--- src/rtl/instr_axil_loader_if.sv ---
// AXI4-Lite write-channel bundle between the host interconnect and the instruction loader.
interface instr_axil_loader_if #(
    parameter int unsigned ADDR_W = 12
);
    logic [ADDR_W-1:0] s_awaddr;
    logic              s_awvalid;
    logic              s_awready;
    logic [31:0]       s_wdata;
    logic [3:0]        s_wstrb;
    logic              s_wvalid;
    logic              s_wready;
    logic [1:0]        s_bresp;
    logic              s_bvalid;
    logic              s_bready;

    modport slave (
        input  s_awaddr,
        input  s_awvalid,
        output s_awready,
        input  s_wdata,
        input  s_wstrb,
        input  s_wvalid,
        output s_wready,
        output s_bresp,
        output s_bvalid,
        input  s_bready
    );

    modport master (
        output s_awaddr,
        output s_awvalid,
        input  s_awready,
        output s_wdata,
        output s_wstrb,
        output s_wvalid,
        input  s_wready,
        input  s_bresp,
        input  s_bvalid,
        output s_bready
    );
endinterface

--- src/rtl/instr_axil_loader.sv ---
// AXI4-Lite write-only slave that loads the instruction store and owns the program-done bit.
// One transaction in flight: capture AW/W in any order, decode in WRITE, respond in RESP.
module instr_axil_loader #(
    parameter int unsigned N      = 512,
    parameter int unsigned ADDR_W = 12
) (
    input  logic                   clk,
    input  logic                   rstn,
    instr_axil_loader_if.slave     axil,
    output logic                   mem_we,
    output logic [$clog2(N)-1:0]   mem_waddr,
    output logic [31:0]            mem_wdata,
    output logic                   prog_done,
    output logic [15:0]            wr_count
);
    localparam int unsigned       IDX_W       = $clog2(N);
    localparam logic [ADDR_W-1:0] CTRL_ADDR   = ADDR_W'(N * 4);
    localparam logic [1:0]        RESP_OKAY   = 2'b00;
    localparam logic [1:0]        RESP_SLVERR = 2'b10;
    localparam logic [1:0]        RESP_DECERR = 2'b11;

    typedef enum logic [1:0] {StIdle, StWrite, StResp} state_e;

    state_e            state_q;
    logic [ADDR_W-1:0] aw_addr_q;
    logic              aw_full_q;
    logic [31:0]       w_data_q;
    logic [3:0]        w_strb_q;
    logic              w_full_q;
    logic              aw_ready_q;
    logic              w_ready_q;
    logic              bvalid_q;
    logic [1:0]        bresp_q;
    logic [1:0]        resp_q;
    logic              mem_we_q;
    logic              ctrl_we_q;
    logic              ctrl_bit_q;
    logic [IDX_W-1:0]  mem_waddr_q;
    logic [31:0]       mem_wdata_q;
    logic              prog_done_q;
    logic [15:0]       wr_count_q;

    logic              aw_cap;
    logic              w_cap;
    logic              aw_full_n;
    logic              w_full_n;
    logic [ADDR_W-1:0] addr_n;
    logic [31:0]       data_n;
    logic [3:0]        strb_n;
    logic              is_instr;
    logic              is_ctrl;
    logic [1:0]        resp_n;

    // Decode the request as it will look once both holding registers are full, so the
    // WRITE-cycle outputs can be registered on entry.
    always_comb begin
        aw_cap    = axil.s_awvalid && aw_ready_q;
        w_cap     = axil.s_wvalid && w_ready_q;
        aw_full_n = aw_full_q || aw_cap;
        w_full_n  = w_full_q || w_cap;
        addr_n    = aw_full_q ? aw_addr_q : axil.s_awaddr;
        data_n    = w_full_q ? w_data_q : axil.s_wdata;
        strb_n    = w_full_q ? w_strb_q : axil.s_wstrb;
        is_instr  = addr_n < CTRL_ADDR;
        is_ctrl   = addr_n == CTRL_ADDR;
        resp_n    = RESP_OKAY;
        if (addr_n[1:0] != 2'b00) begin
            resp_n = RESP_SLVERR;
        end else if (addr_n > CTRL_ADDR) begin
            resp_n = RESP_DECERR;
        end else if (strb_n != 4'hF) begin
            resp_n = RESP_SLVERR;
        end else if (is_instr && prog_done_q) begin
            resp_n = RESP_SLVERR;
        end
    end

    always_ff @(posedge clk) begin
        if (!rstn) begin
            state_q     <= StIdle;
            aw_addr_q   <= '0;
            aw_full_q   <= 1'b0;
            w_data_q    <= '0;
            w_strb_q    <= '0;
            w_full_q    <= 1'b0;
            aw_ready_q  <= 1'b0;
            w_ready_q   <= 1'b0;
            bvalid_q    <= 1'b0;
            bresp_q     <= RESP_OKAY;
            resp_q      <= RESP_OKAY;
            mem_we_q    <= 1'b0;
            ctrl_we_q   <= 1'b0;
            ctrl_bit_q  <= 1'b0;
            mem_waddr_q <= '0;
            mem_wdata_q <= '0;
            prog_done_q <= 1'b0;
            wr_count_q  <= '0;
        end else begin
            unique case (state_q)
                StIdle: begin
                    if (aw_cap) begin
                        aw_addr_q <= axil.s_awaddr;
                        aw_full_q <= 1'b1;
                    end
                    if (w_cap) begin
                        w_data_q  <= axil.s_wdata;
                        w_strb_q  <= axil.s_wstrb;
                        w_full_q  <= 1'b1;
                    end
                    if (aw_full_n && w_full_n) begin
                        state_q     <= StWrite;
                        aw_ready_q  <= 1'b0;
                        w_ready_q   <= 1'b0;
                        resp_q      <= resp_n;
                        mem_we_q    <= (resp_n == RESP_OKAY) && is_instr;
                        ctrl_we_q   <= (resp_n == RESP_OKAY) && is_ctrl;
                        ctrl_bit_q  <= data_n[0];
                        mem_waddr_q <= addr_n[IDX_W+1:2];
                        mem_wdata_q <= data_n;
                    end else begin
                        aw_ready_q  <= !aw_full_n;
                        w_ready_q   <= !w_full_n;
                    end
                end
                StWrite: begin
                    mem_we_q  <= 1'b0;
                    ctrl_we_q <= 1'b0;
                    if (ctrl_we_q) begin
                        prog_done_q <= ctrl_bit_q;
                    end
                    if (mem_we_q && (wr_count_q != 16'hFFFF)) begin
                        wr_count_q <= wr_count_q + 16'd1;
                    end
                    bresp_q   <= resp_q;
                    bvalid_q  <= 1'b1;
                    aw_full_q <= 1'b0;
                    w_full_q  <= 1'b0;
                    state_q   <= StResp;
                end
                StResp: begin
                    if (axil.s_bready) begin
                        bvalid_q   <= 1'b0;
                        aw_ready_q <= 1'b1;
                        w_ready_q  <= 1'b1;
                        state_q    <= StIdle;
                    end
                end
                default: state_q <= StIdle;
            endcase
        end
    end

    assign axil.s_awready = aw_ready_q;
    assign axil.s_wready  = w_ready_q;
    assign axil.s_bvalid  = bvalid_q;
    assign axil.s_bresp   = bresp_q;
    // A reset landing on the WRITE cycle must suppress the store write already registered.
    assign mem_we         = mem_we_q && rstn;
    assign mem_waddr      = mem_waddr_q;
    assign mem_wdata      = mem_wdata_q;
    assign prog_done      = prog_done_q;
    assign wr_count       = wr_count_q;
endmodule

--- src/flat_wrapper.sv ---
// flat-port wrapper written by rule: the top's interface ports become plain ports
module instr_axil_loader_flat 
#(
    parameter int unsigned N      = 512,
    parameter int unsigned ADDR_W = 12
)
  (clk, rstn, mem_we, mem_waddr, mem_wdata, prog_done, wr_count, axil_s_awaddr, axil_s_awvalid, axil_s_awready, axil_s_wdata, axil_s_wstrb, axil_s_wvalid, axil_s_wready, axil_s_bresp, axil_s_bvalid, axil_s_bready);
  instr_axil_loader_if #(.ADDR_W(ADDR_W)) axil_i ();
  input  logic clk;
  input  logic rstn;
  output logic mem_we;
  output logic [$clog2(N)-1:0] mem_waddr;
  output logic [31:0] mem_wdata;
  output logic prog_done;
  output logic [15:0] wr_count;
  input wire logic [$bits(axil_i.s_awaddr)-1:0] axil_s_awaddr;
  input wire logic [$bits(axil_i.s_awvalid)-1:0] axil_s_awvalid;
  output wire logic [$bits(axil_i.s_awready)-1:0] axil_s_awready;
  input wire logic [$bits(axil_i.s_wdata)-1:0] axil_s_wdata;
  input wire logic [$bits(axil_i.s_wstrb)-1:0] axil_s_wstrb;
  input wire logic [$bits(axil_i.s_wvalid)-1:0] axil_s_wvalid;
  output wire logic [$bits(axil_i.s_wready)-1:0] axil_s_wready;
  output wire logic [$bits(axil_i.s_bresp)-1:0] axil_s_bresp;
  output wire logic [$bits(axil_i.s_bvalid)-1:0] axil_s_bvalid;
  input wire logic [$bits(axil_i.s_bready)-1:0] axil_s_bready;
  assign axil_i.s_awaddr = axil_s_awaddr;
  assign axil_i.s_awvalid = axil_s_awvalid;
  assign axil_s_awready = axil_i.s_awready;
  assign axil_i.s_wdata = axil_s_wdata;
  assign axil_i.s_wstrb = axil_s_wstrb;
  assign axil_i.s_wvalid = axil_s_wvalid;
  assign axil_s_wready = axil_i.s_wready;
  assign axil_s_bresp = axil_i.s_bresp;
  assign axil_s_bvalid = axil_i.s_bvalid;
  assign axil_i.s_bready = axil_s_bready;
  instr_axil_loader #(.N(N), .ADDR_W(ADDR_W)) u_core (.clk(clk), .rstn(rstn), .axil(axil_i), .mem_we(mem_we), .mem_waddr(mem_waddr), .mem_wdata(mem_wdata), .prog_done(prog_done), .wr_count(wr_count));
endmodule
--- config.mk ---
export PLATFORM = sky130hd
export DESIGN_NAME = instr_axil_loader_flat
export DESIGN_NICKNAME = d
export VERILOG_FILES = /design/src/rtl/instr_axil_loader_if.sv /design/src/rtl/instr_axil_loader.sv /design/src/flat_wrapper.sv
export SDC_FILE = /design/constraint.sdc
export NUM_CORES = 1
export LEC_CHECK = 0
export BUFFER_PORTS_ARGS = -buffer_cell sky130_fd_sc_hd__buf_2
export CORE_MARGIN = 5
export CORE_UTILIZATION = 53
export DETAILED_ROUTE_END_ITERATION = 8
export GPL_ROUTABILITY_DRIVEN = 0
export PLACE_DENSITY = 0.88
export SETUP_SLACK_MARGIN = 0.05
export SYNTH_ARGS = -nofsm -noshare
export SYNTH_HDL_FRONTEND = slang
export SYNTH_SLANG_ARGS = --single-unit
--- constraint.sdc ---
create_clock -name clk -period 2.05 [get_ports clk]
set_input_delay 0.3075 -clock clk [delete_from_list [all_inputs] [get_ports clk]]
set_output_delay 0.3075 -clock clk [all_outputs]
set_load 0.005 [all_outputs]
Word-level counts from Yosys, hierarchy flattened
Index checks and enable logic that the tools add are counted.
{ "word_totals": {"reg_bits": 120, "in_bits": 53, "out_inout_bits": 64, "wordCells": 84} }
{ "classes": {"n_addsub": 1, "order_cmp": 2, "n_eq_ne": 9, "n_mux": 25, "n_reduce_logical": 29} }
{ "op_table": {"columns": ["operator", "count"], "rows": [
  ["two-way mux 32 bit", 1],
  ["AND reduction 2 bit", 11],
  ["adder 16 x 1 -> 16 bit (second input constant)", 1],
  ["inequality test 16 bit (second input constant)", 1],
  ["case mux 1 bit (2 select lines)", 7],
  ["equality test 12 bit (second input constant)", 1],
  ["greater-than comparator 12 bit (second input constant)", 1],
  ["less-than comparator 12 bit (second input constant)", 1],
  ["two-way mux 12 bit", 1],
  ["two-way mux 2 bit", 6],
  ["logical AND 1 bit", 8],
  ["two-way mux 1 bit", 8],
  ["nonzero test 2 bit", 4],
  ["inequality test 2 x 1 -> 1 bit (second input constant)", 3],
  ["case mux 2 bit (3 select lines)", 1],
  ["logical NOT 2 bit", 2],
  ["two-way mux 4 bit", 1],
  ["inequality test 4 bit (second input constant)", 1],
  ["equality test 2 x 1 -> 1 bit (second input constant)", 1],
  ["equality test 2 bit (second input constant)", 1],
  ["logical NOT 1 bit", 2],
  ["logical OR 1 bit", 2],
  ["inequality test 2 bit (second input constant)", 1]
]} }

Logic depth before layout (Yosys ltp)
Gate-level depths: netlist of the first run.
{ "logic_depth": {"ltp_word": 11, "depth_mapped": 7, "ltp_nobuf": 5} }

Worst setup path after synthesis of the first run
OpenSTA, ideal clock, no wires.
{ "synth_path": {"path_type": "flip-flop to flip-flop", "start": "reg u_core.aw_full_q", "end": "reg u_core.resp_q[0]", "setup_ns": 0.116, "arrival_time_ns": 1.439, "t_required_ns": 1.934, "slack_ns": 0.495, "path_stages_with_launch": 6, "path_buffers": 1, "synth_period_minus_slack_ns": 1.555, "path_cell_list": "dfxtp_1 > buf_6 > or4_1 > o22ai_1 > nand4_1 > a41o_1"} }
{ "synth_via": {"elab_chain_len": 4, "elab_cells_between_ends": 8, "cone_classes": "order compare: 1; mux: 3; reduce/logical: 4"} }
{ "synth_lines": {"columns": ["item", "line_no", "rtl"], "rows": [
  ["start, declared", "instr_axil_loader.sv:26", "logic aw_full_q;"],
  ["start signal, assigned", "instr_axil_loader.sv:82", "aw_full_q <= 1'b0;"],
  ["start signal, assigned", "instr_axil_loader.sv:103", "aw_full_q <= 1'b1;"],
  ["start signal, assigned", "instr_axil_loader.sv:136", "aw_full_q <= 1'b0;"],
  ["two-way mux 12 bit", "instr_axil_loader.sv:61", "addr_n = aw_full_q ? aw_addr_q : axil.s_awaddr;"],
  ["greater-than comparator 12 bit", "instr_axil_loader.sv:69", "end else if (addr_n > CTRL_ADDR) begin"],
  ["two-way mux 2 bit", "instr_axil_loader.sv:69", null],
  ["two-way mux 2 bit", "instr_axil_loader.sv:67", "if (addr_n[1:0] != 2'b00) begin"],
  ["end signal, assigned", "instr_axil_loader.sv:114", "resp_q <= resp_n;"],
  ["end, declared", "instr_axil_loader.sv:34", "logic [1:0] resp_q;"]
]} }
Several ways; a longest one is shown, not always the timed one.
A chain may end at the register's enable or synchronous reset.

Worst setup path in the final report of the first run
{ "layout_path": {"start": "reg u_core.state_q[0]", "end": "reg u_core.wr_count_q[15], in the netlist u_core.wr_count[15]"} }
{ "layout_via": {"elab_chain_len": 2} }
{ "layout_lines": {"columns": ["item", "line_no", "rtl"], "rows": [
  ["start, declared", "instr_axil_loader.sv:24", "state_e state_q;"],
  ["start signal, assigned", "instr_axil_loader.sv:80", "state_q <= StIdle;"],
  ["start signal, assigned", "instr_axil_loader.sv:111", "state_q <= StWrite;"],
  ["start signal, assigned", "instr_axil_loader.sv:138", "state_q <= StResp;"],
  ["equality test 2 x 1 -> 1 bit", "instr_axil_loader.sv:99", "unique case (state_q)"],
  ["AND reduction 2 bit (no line)", null, null],
  ["end signal, assigned", "instr_axil_loader.sv:132", "wr_count_q <= wr_count_q + 16'd1;"],
  ["end, declared", "instr_axil_loader.sv:41", "logic [15:0] wr_count_q;"]
]} }
No other way between the ends.

==> run summary, run 1 <==
status: completed
leading cell type in the layout, fill and taps excluded: dfxtp_1
peak supply drop: 659 uV
Clock Skew: 0.0107 ns
Final Hold Viols: 0
crit-path cells: and3b_1 -> nand3_4 -> or4_1 -> a21oi_1
Detail Route Antenna Nets: 0
nets: 729
measured slew at the worst slew-check pin: 0.521 ns
Max Cap Violations: 0
Post-Syn Area: 4950 um^2
kind of critical path: reg2reg
YS warnings: 0
die area: 11,400 um^2
initial antenna violation count: 1
max-slew violations: 0
overall fraction of global-route tracks in use: 0.220
final hold slack: 0.0487 ns
Placed Cells: 767
Wirelength per Cell: 15.7 um
fin area: 6230 um^2
TNS Setup: 0 ns
H-tree depth: 4
remaining global-route overflow: 0
Antenna diodes: 0
register share of total power: 0.398
syn avg cell area: 8.67 um^2
Worst Path Required: 2.48 ns
Buf/Inv on CP: 0
share of post-route cells with drive strength above 1: 0.245
die width: 107 um
Cell Area, Placed: 5590 um^2
fin crit period: 1.90 ns
worst skew pair latency: 0.50 ns
synth unique cells: 48
setup violators final: 0
number of detailed-route iterations in the first pass: 4
Core ar.: 9150 um^2
largest net degree at the start of global routing: 57
Peak Freq: 526 MHz
DP HPWL: 8310 um
#FFs+latches synth: 119
crit-path max FO: 11
Logic pwr share: 0.111
cell internal pwr: 0.00488 W
P_leak: 2.45 nW
most frequent cells in the layout: dfxtp_1 (118), buf_2 (116), nand2_1 (114)
synthesized instance count: 571
first-pass GRT wire length: 20,400 um
critical path's top delay family: simple AND/OR/NAND/NOR gates
CTS tree: done
CTS Sinks: 119
Die Y: 107 um
Crit-path slowest cell: dfxtp_1
Setup Fix Bufs, Post-CTS: 0
period utilization: 0.928
hold crit path type: in2reg
crit-path max cell delay: 0.54 ns
Vias per Instance: 5.68
initial core utilization: 0.541
via count: 4,536
net count after synthesis: 625
Seq/Total Area, Yosys: 0.481
Power Density: 1030 nW/um^2
Slew headroom: 0.652
Net Sw Power: 0.00154 W
Port Buf Inserts: 116
number of flops mapped to enable cells by yosys: 0
Primary FF master, synth: dfxtp_1
cts bufs inserted: 17
I/O pin count: 117
CTS root buffer: clkbuf_8
crit start category: flop
DRT iter0 DRCs: 161
clock-pin slew on the worst setup and hold paths: 0.06 ns
Max Buffers Root-to-Sink: 2
vias in the first global route: 4,396
Finished Layout Cells: 798
sw frac: 0.240
final WL: 12,500 um
Critical Path AT: 2.33 ns
power share of the clock group: 0.491
total power: 0.00641 W
P&R area growth vs syn: 25.9%
CP endpoint kind: flop
Async SR Flop Fraction: 0
DRC Markers: 0
Placement Rows: 35
fill cell count: 717
RSZ-0062 raised after global routing: no
power groups by stage:
stage	Clock [W]	Sequential, W	Combinational, W
2_1_floorplan	0	0.00258	0.000453
3_3_place_gp	0	0.00259	0.000679
3_5_place_dp	0	0.00260	0.000710
4_1_cts	0.00318	0.00255	0.000716
5_1_grt	0.00332	0.00257	0.000791
6_report	0.00315	0.00255	0.000709
registers in the layout, summed over array words and instances, names as in the netlist, 2 cells and up:
signal,cells
u_core.aw_addr_q,12
u_core.axil.s_bresp,2
u_core.mem_waddr,9
u_core.mem_wdata,32
u_core.resp_q,2
u_core.state_q,2
u_core.w_data_q,32
u_core.w_strb_q,4
u_core.wr_count,16
metal layers:
layer	global-route usage	share of wire
met5	0	0.00088
met4	0.0630	0.013
met3	0.0765	0.074
met2	0.365	0.49
met1	0.272	0.42
final timing paths:
kind                                                           from                             endpoint  slack, ns  cells after the start
worst min-delay path                               axil_s_wdata[13]     u_core.w_data_q[13]$_SDFFE_PN0P_       0.05                      3
worst max-delay path                 u_core.state_q[0]$_SDFFE_PN0P_     u_core.wr_count[15]$_SDFFE_PN0P_       0.15                      4
worst max register to register       u_core.state_q[0]$_SDFFE_PN0P_     u_core.wr_count[15]$_SDFFE_PN0P_       0.15                      4
worst min register to register  u_core.axil.s_bresp[1]$_SDFFE_PN0P_  u_core.axil.s_bresp[1]$_SDFFE_PN0P_       0.45                      2
per-stage QoR:
stage	util	setup WS [ns]
floorplan	-	0.495
global placement	0.611	0.316
detailed placement	0.611	0.260
CTS	0.680	0.204
global route	0.681	0.0921
finish	0.681	0.148
worst register-to-register path, stage by stage (launching register included):
cell,delay (ns)
dfxtp_1,0.54
and3b_1,0.45
nand3_4,0.18
or4_1,0.53
a21oi_1,0.15
synth_stat cells, types with 2 or more instances:
library cell,n,area share
o31ai_1,6,0.0091
and3_1,3,0.0038
a21oi_1,72,0.073
and2_1,2,0.0025
or4b_1,2,0.0040
o21ai_0,8,0.0081
a41oi_1,2,0.0035
or3_1,6,0.0076
and4_1,3,0.0053
buf_6,3,0.0068
nor4_1,2,0.0025
nand3b_1,2,0.0030
dfxtp_1,119,0.48
or4_1,6,0.0091
nor2_1,47,0.036
buf_2,17,0.017
clkbuf_1,20,0.015
inv_1,4,0.0030
nand2b_1,2,0.0025
nand3_1,11,0.011
o22ai_1,2,0.0025
o32ai_1,2,0.0035
nor3_1,3,0.0030
nand2_1,114,0.086
nor2b_1,2,0.0025
mux2i_1,43,0.087
a211oi_1,40,0.061
nand4_1,8,0.010
cells by family after synthesis:
| kind of cell | Yosys count | synth area share |
|---|---|---|
| muxes | 43 | 0.0870 |
| DFF | 119 | 0.481 |
| adders and majority gates | 1 | 0.00253 |
| and+or+nand+nor | 220 | 0.205 |
| AOI/OAI and AO/OA | 141 | 0.178 |
| xor gates and xnor gates | 1 | 0.00177 |
| buffers and inverters | 46 | 0.0445 |
area by class of cell:
class                      instances  area, um^2  area share
sequential                       119        2380       0.382
tap                              111         139      0.0223
clock inverter                    13         204      0.0327
clock buffer                      18         428      0.0687
inverter                           4        16.3     0.00261
timing repair buffer             127         701       0.112
multi-input combinational        406        2360       0.379
timing repair:
item / 4_1_cts / 5_1_grt
hold buffers: 0 / 0
resized for setup: 0 / 1
setup endpoints to repair: 0 / 4
(Power assumes the default switching activity.)
==> run 2: changes to the inputs <==
--- a/config.mk
+++ b/config.mk
@@ -7,10 +7,10 @@
 export LEC_CHECK = 0
 export BUFFER_PORTS_ARGS = -buffer_cell sky130_fd_sc_hd__buf_2
 export CORE_MARGIN = 5
-export CORE_UTILIZATION = 53
+export CORE_UTILIZATION = 35
 export DETAILED_ROUTE_END_ITERATION = 8
 export GPL_ROUTABILITY_DRIVEN = 0
-export PLACE_DENSITY = 0.88
+export PLACE_DENSITY = 0.65
 export SETUP_SLACK_MARGIN = 0.05
 export SYNTH_ARGS = -nofsm -noshare
 export SYNTH_HDL_FRONTEND = slang
==> run 2 against run 1 <==
Compared with the run above:
- count of clock-buffer cells in the layout up 1
- global-route usage decreased by 6.4 points
- largest power group unchanged
- critical path type unchanged
- sequential share of layout area fell by 0.90 points
==> run summary, run 2 (synthesis results as in run 1) <==
Detail Route Antenna Nets: 0 (unchanged)
I/O pin count: 117 (unchanged)
leading cell type in the layout, fill and taps excluded: dfxtp_1
Port Buf Inserts: 116 (unchanged)
max-slew violations: 0 (unchanged)
P&R area growth vs syn: 29.0%
overall fraction of global-route tracks in use: 0.156 (-0.0643)
DP HPWL: 8870 um (+6.8%)
Wirelength per Cell: 14.8 um (-5.8%)
vias in the first global route: 4,301 (-2.2%)
Clock Skew: 0.00506 ns (-0.00561 ns)
Buf/Inv on CP: 0 (unchanged)
crit-path max cell delay: 0.50 ns (-0.04 ns)
measured slew at the worst slew-check pin: 0.536 ns (+0.0146 ns)
CTS Sinks: 119 (unchanged)
remaining global-route overflow: 0 (unchanged)
Final Worst Setup Slack: 0.230 ns (+0.0819 ns)
Placement Rows: 43 (+23%)
Slew headroom: 0.640 (-0.0117)
largest net degree at the start of global routing: 65 (+14%)
Core ar.: 13,900 um^2 (+52%)
initial antenna violation count: 1 (unchanged)
clock-pin slew on the worst setup and hold paths: 0.05 ns (about the same)
P_leak: 2.47 nW (+0.89%)
DRC Markers: 0 (unchanged)
CTS root buffer: clkbuf_16
peak supply drop: 606 uV (-8.1%)
post-CTS sizing: 0 (unchanged)
die area: 16,600 um^2 (+46%)
fill cell count: 1,377 (+92%)
first-pass GRT wire length: 20,700 um (+1.3%)
Vias per Instance: 5.13 (-9.7%)
DRT iter0 DRCs: 209 (+30%)
Post-Place Setup Slack: 0.257 ns (-0.00320 ns)
Peak Freq: 549 MHz (+4.5%)
share of post-route cells with drive strength above 1: 0.244 (-0.000355)
cts bufs inserted: 17 (unchanged)
setup violators final: 0 (unchanged)
Max Cap Violations: 0 (unchanged)
initial core utilization: 0.356 (-0.184)
hold crit path type: in2reg
crit-path cells: and3b_1 -> nand2_1 -> or4_1 -> a21oi_1
total power: 0.00674 W (+5.1%)
Antenna diodes: 0 (unchanged)
Crit-path slowest cell: dfxtp_1
final WL: 12,800 um (+2.5%)
most frequent cells in the layout: dfxtp_1 (118), buf_2 (116), nand2_1 (114)
Max Buffers Root-to-Sink: 2 (unchanged)
crit-path max FO: 11 (unchanged)
die width: 129 um (+21%)
number of detailed-route iterations in the first pass: 4 (unchanged)
fin area: 6380 um^2 (+2.4%)
kind of critical path: reg2reg
H-tree depth: 4 (unchanged)
CP endpoint kind: flop
critical path's top delay family: simple AND/OR/NAND/NOR gates
fin crit period: 1.82 ns (-0.0819 ns)
Cell Area, Placed: 5690 um^2 (+1.8%)
CTS Hold Bufs: 0 (unchanged)
Worst Path Required: 2.38 ns (-0.10 ns)
period utilization: 0.888 (-0.0400)
CTS tree: done
RSZ-0062 raised after global routing: no
Final Hold Viols: 0 (unchanged)
Critical Path AT: 2.15 ns (-0.18 ns)
via count: 4,457 (-1.7%)
Setup Fix Bufs, Post-CTS: 0 (unchanged)
Die Y: 129 um (+21%)
final hold slack: 0.146 ns (+0.0972 ns)
nets: 729 (unchanged)
status: completed
crit start category: flop
TNS Setup: 0 ns (unchanged)
worst skew pair latency: 0.41 ns (-0.09 ns)
Power Density: 1060 nW/um^2 (+2.7%)
run 2: tightest hold or removal path, cell delays in order:
cell and delay, ns:
buf_2 0.10, nand2_1 0.05, a21oi_1 0.05
run 2: power by group:
group	switching [W]	total, W	internal (W)
clock	0.00106	0.00349	0.00243
combinational	0.000405	0.000707	0.000302
sequential	0.0000889	0.00255	0.00246
total	0.00155	0.00674	0.00519
run 2: routing by layer:
layer	track usage	routed length, um	up-vias
met4	0.0587	178	2
li1	-	-	2241
met2	0.266	6360	116
met5	0	13	-
met1	0.183	5500	2079
met3	0.0486	797	19
run 2: path summary, 6_finish.rpt:
kind,endpoint,slack [ns],cells past startpoint,startpoint
worst min register to register,u_core.w_data_q[0]$_SDFFE_PN0P_,0.45,2,u_core.w_data_q[0]$_SDFFE_PN0P_
worst max-delay path,u_core.wr_count[6]$_SDFFE_PN0P_,0.23,4,u_core.state_q[0]$_SDFFE_PN0P_
worst min-delay path,u_core.w_data_q[16]$_SDFFE_PN0P_,0.15,3,axil_s_wdata[16]
worst max register to register,u_core.wr_count[6]$_SDFFE_PN0P_,0.23,4,u_core.state_q[0]$_SDFFE_PN0P_
run 2: area by class of cell:
class | instances | area (um^2) | area share
multi-input combinational | 406 | 2350 | 0.369
clock buffer | 19 | 443 | 0.0694
timing repair buffer | 127 | 713 | 0.112
sequential | 119 | 2380 | 0.373
inverter | 4 | 16.3 | 0.00255
tap | 180 | 225 | 0.0353
clock inverter | 13 | 249 | 0.0390
run 2: per-stage QoR:
| stage | std cells | utilization |
|---|---|---|
| 2_1_floorplan | 571 | - |
| 3_5_place_dp | 836 | 0.410 |
| 5_1_grt | 868 | 0.460 |
| 4_1_cts | 868 | 0.460 |
| 3_3_place_gp | 836 | 0.410 |
| 6_report | 868 | 0.460 |
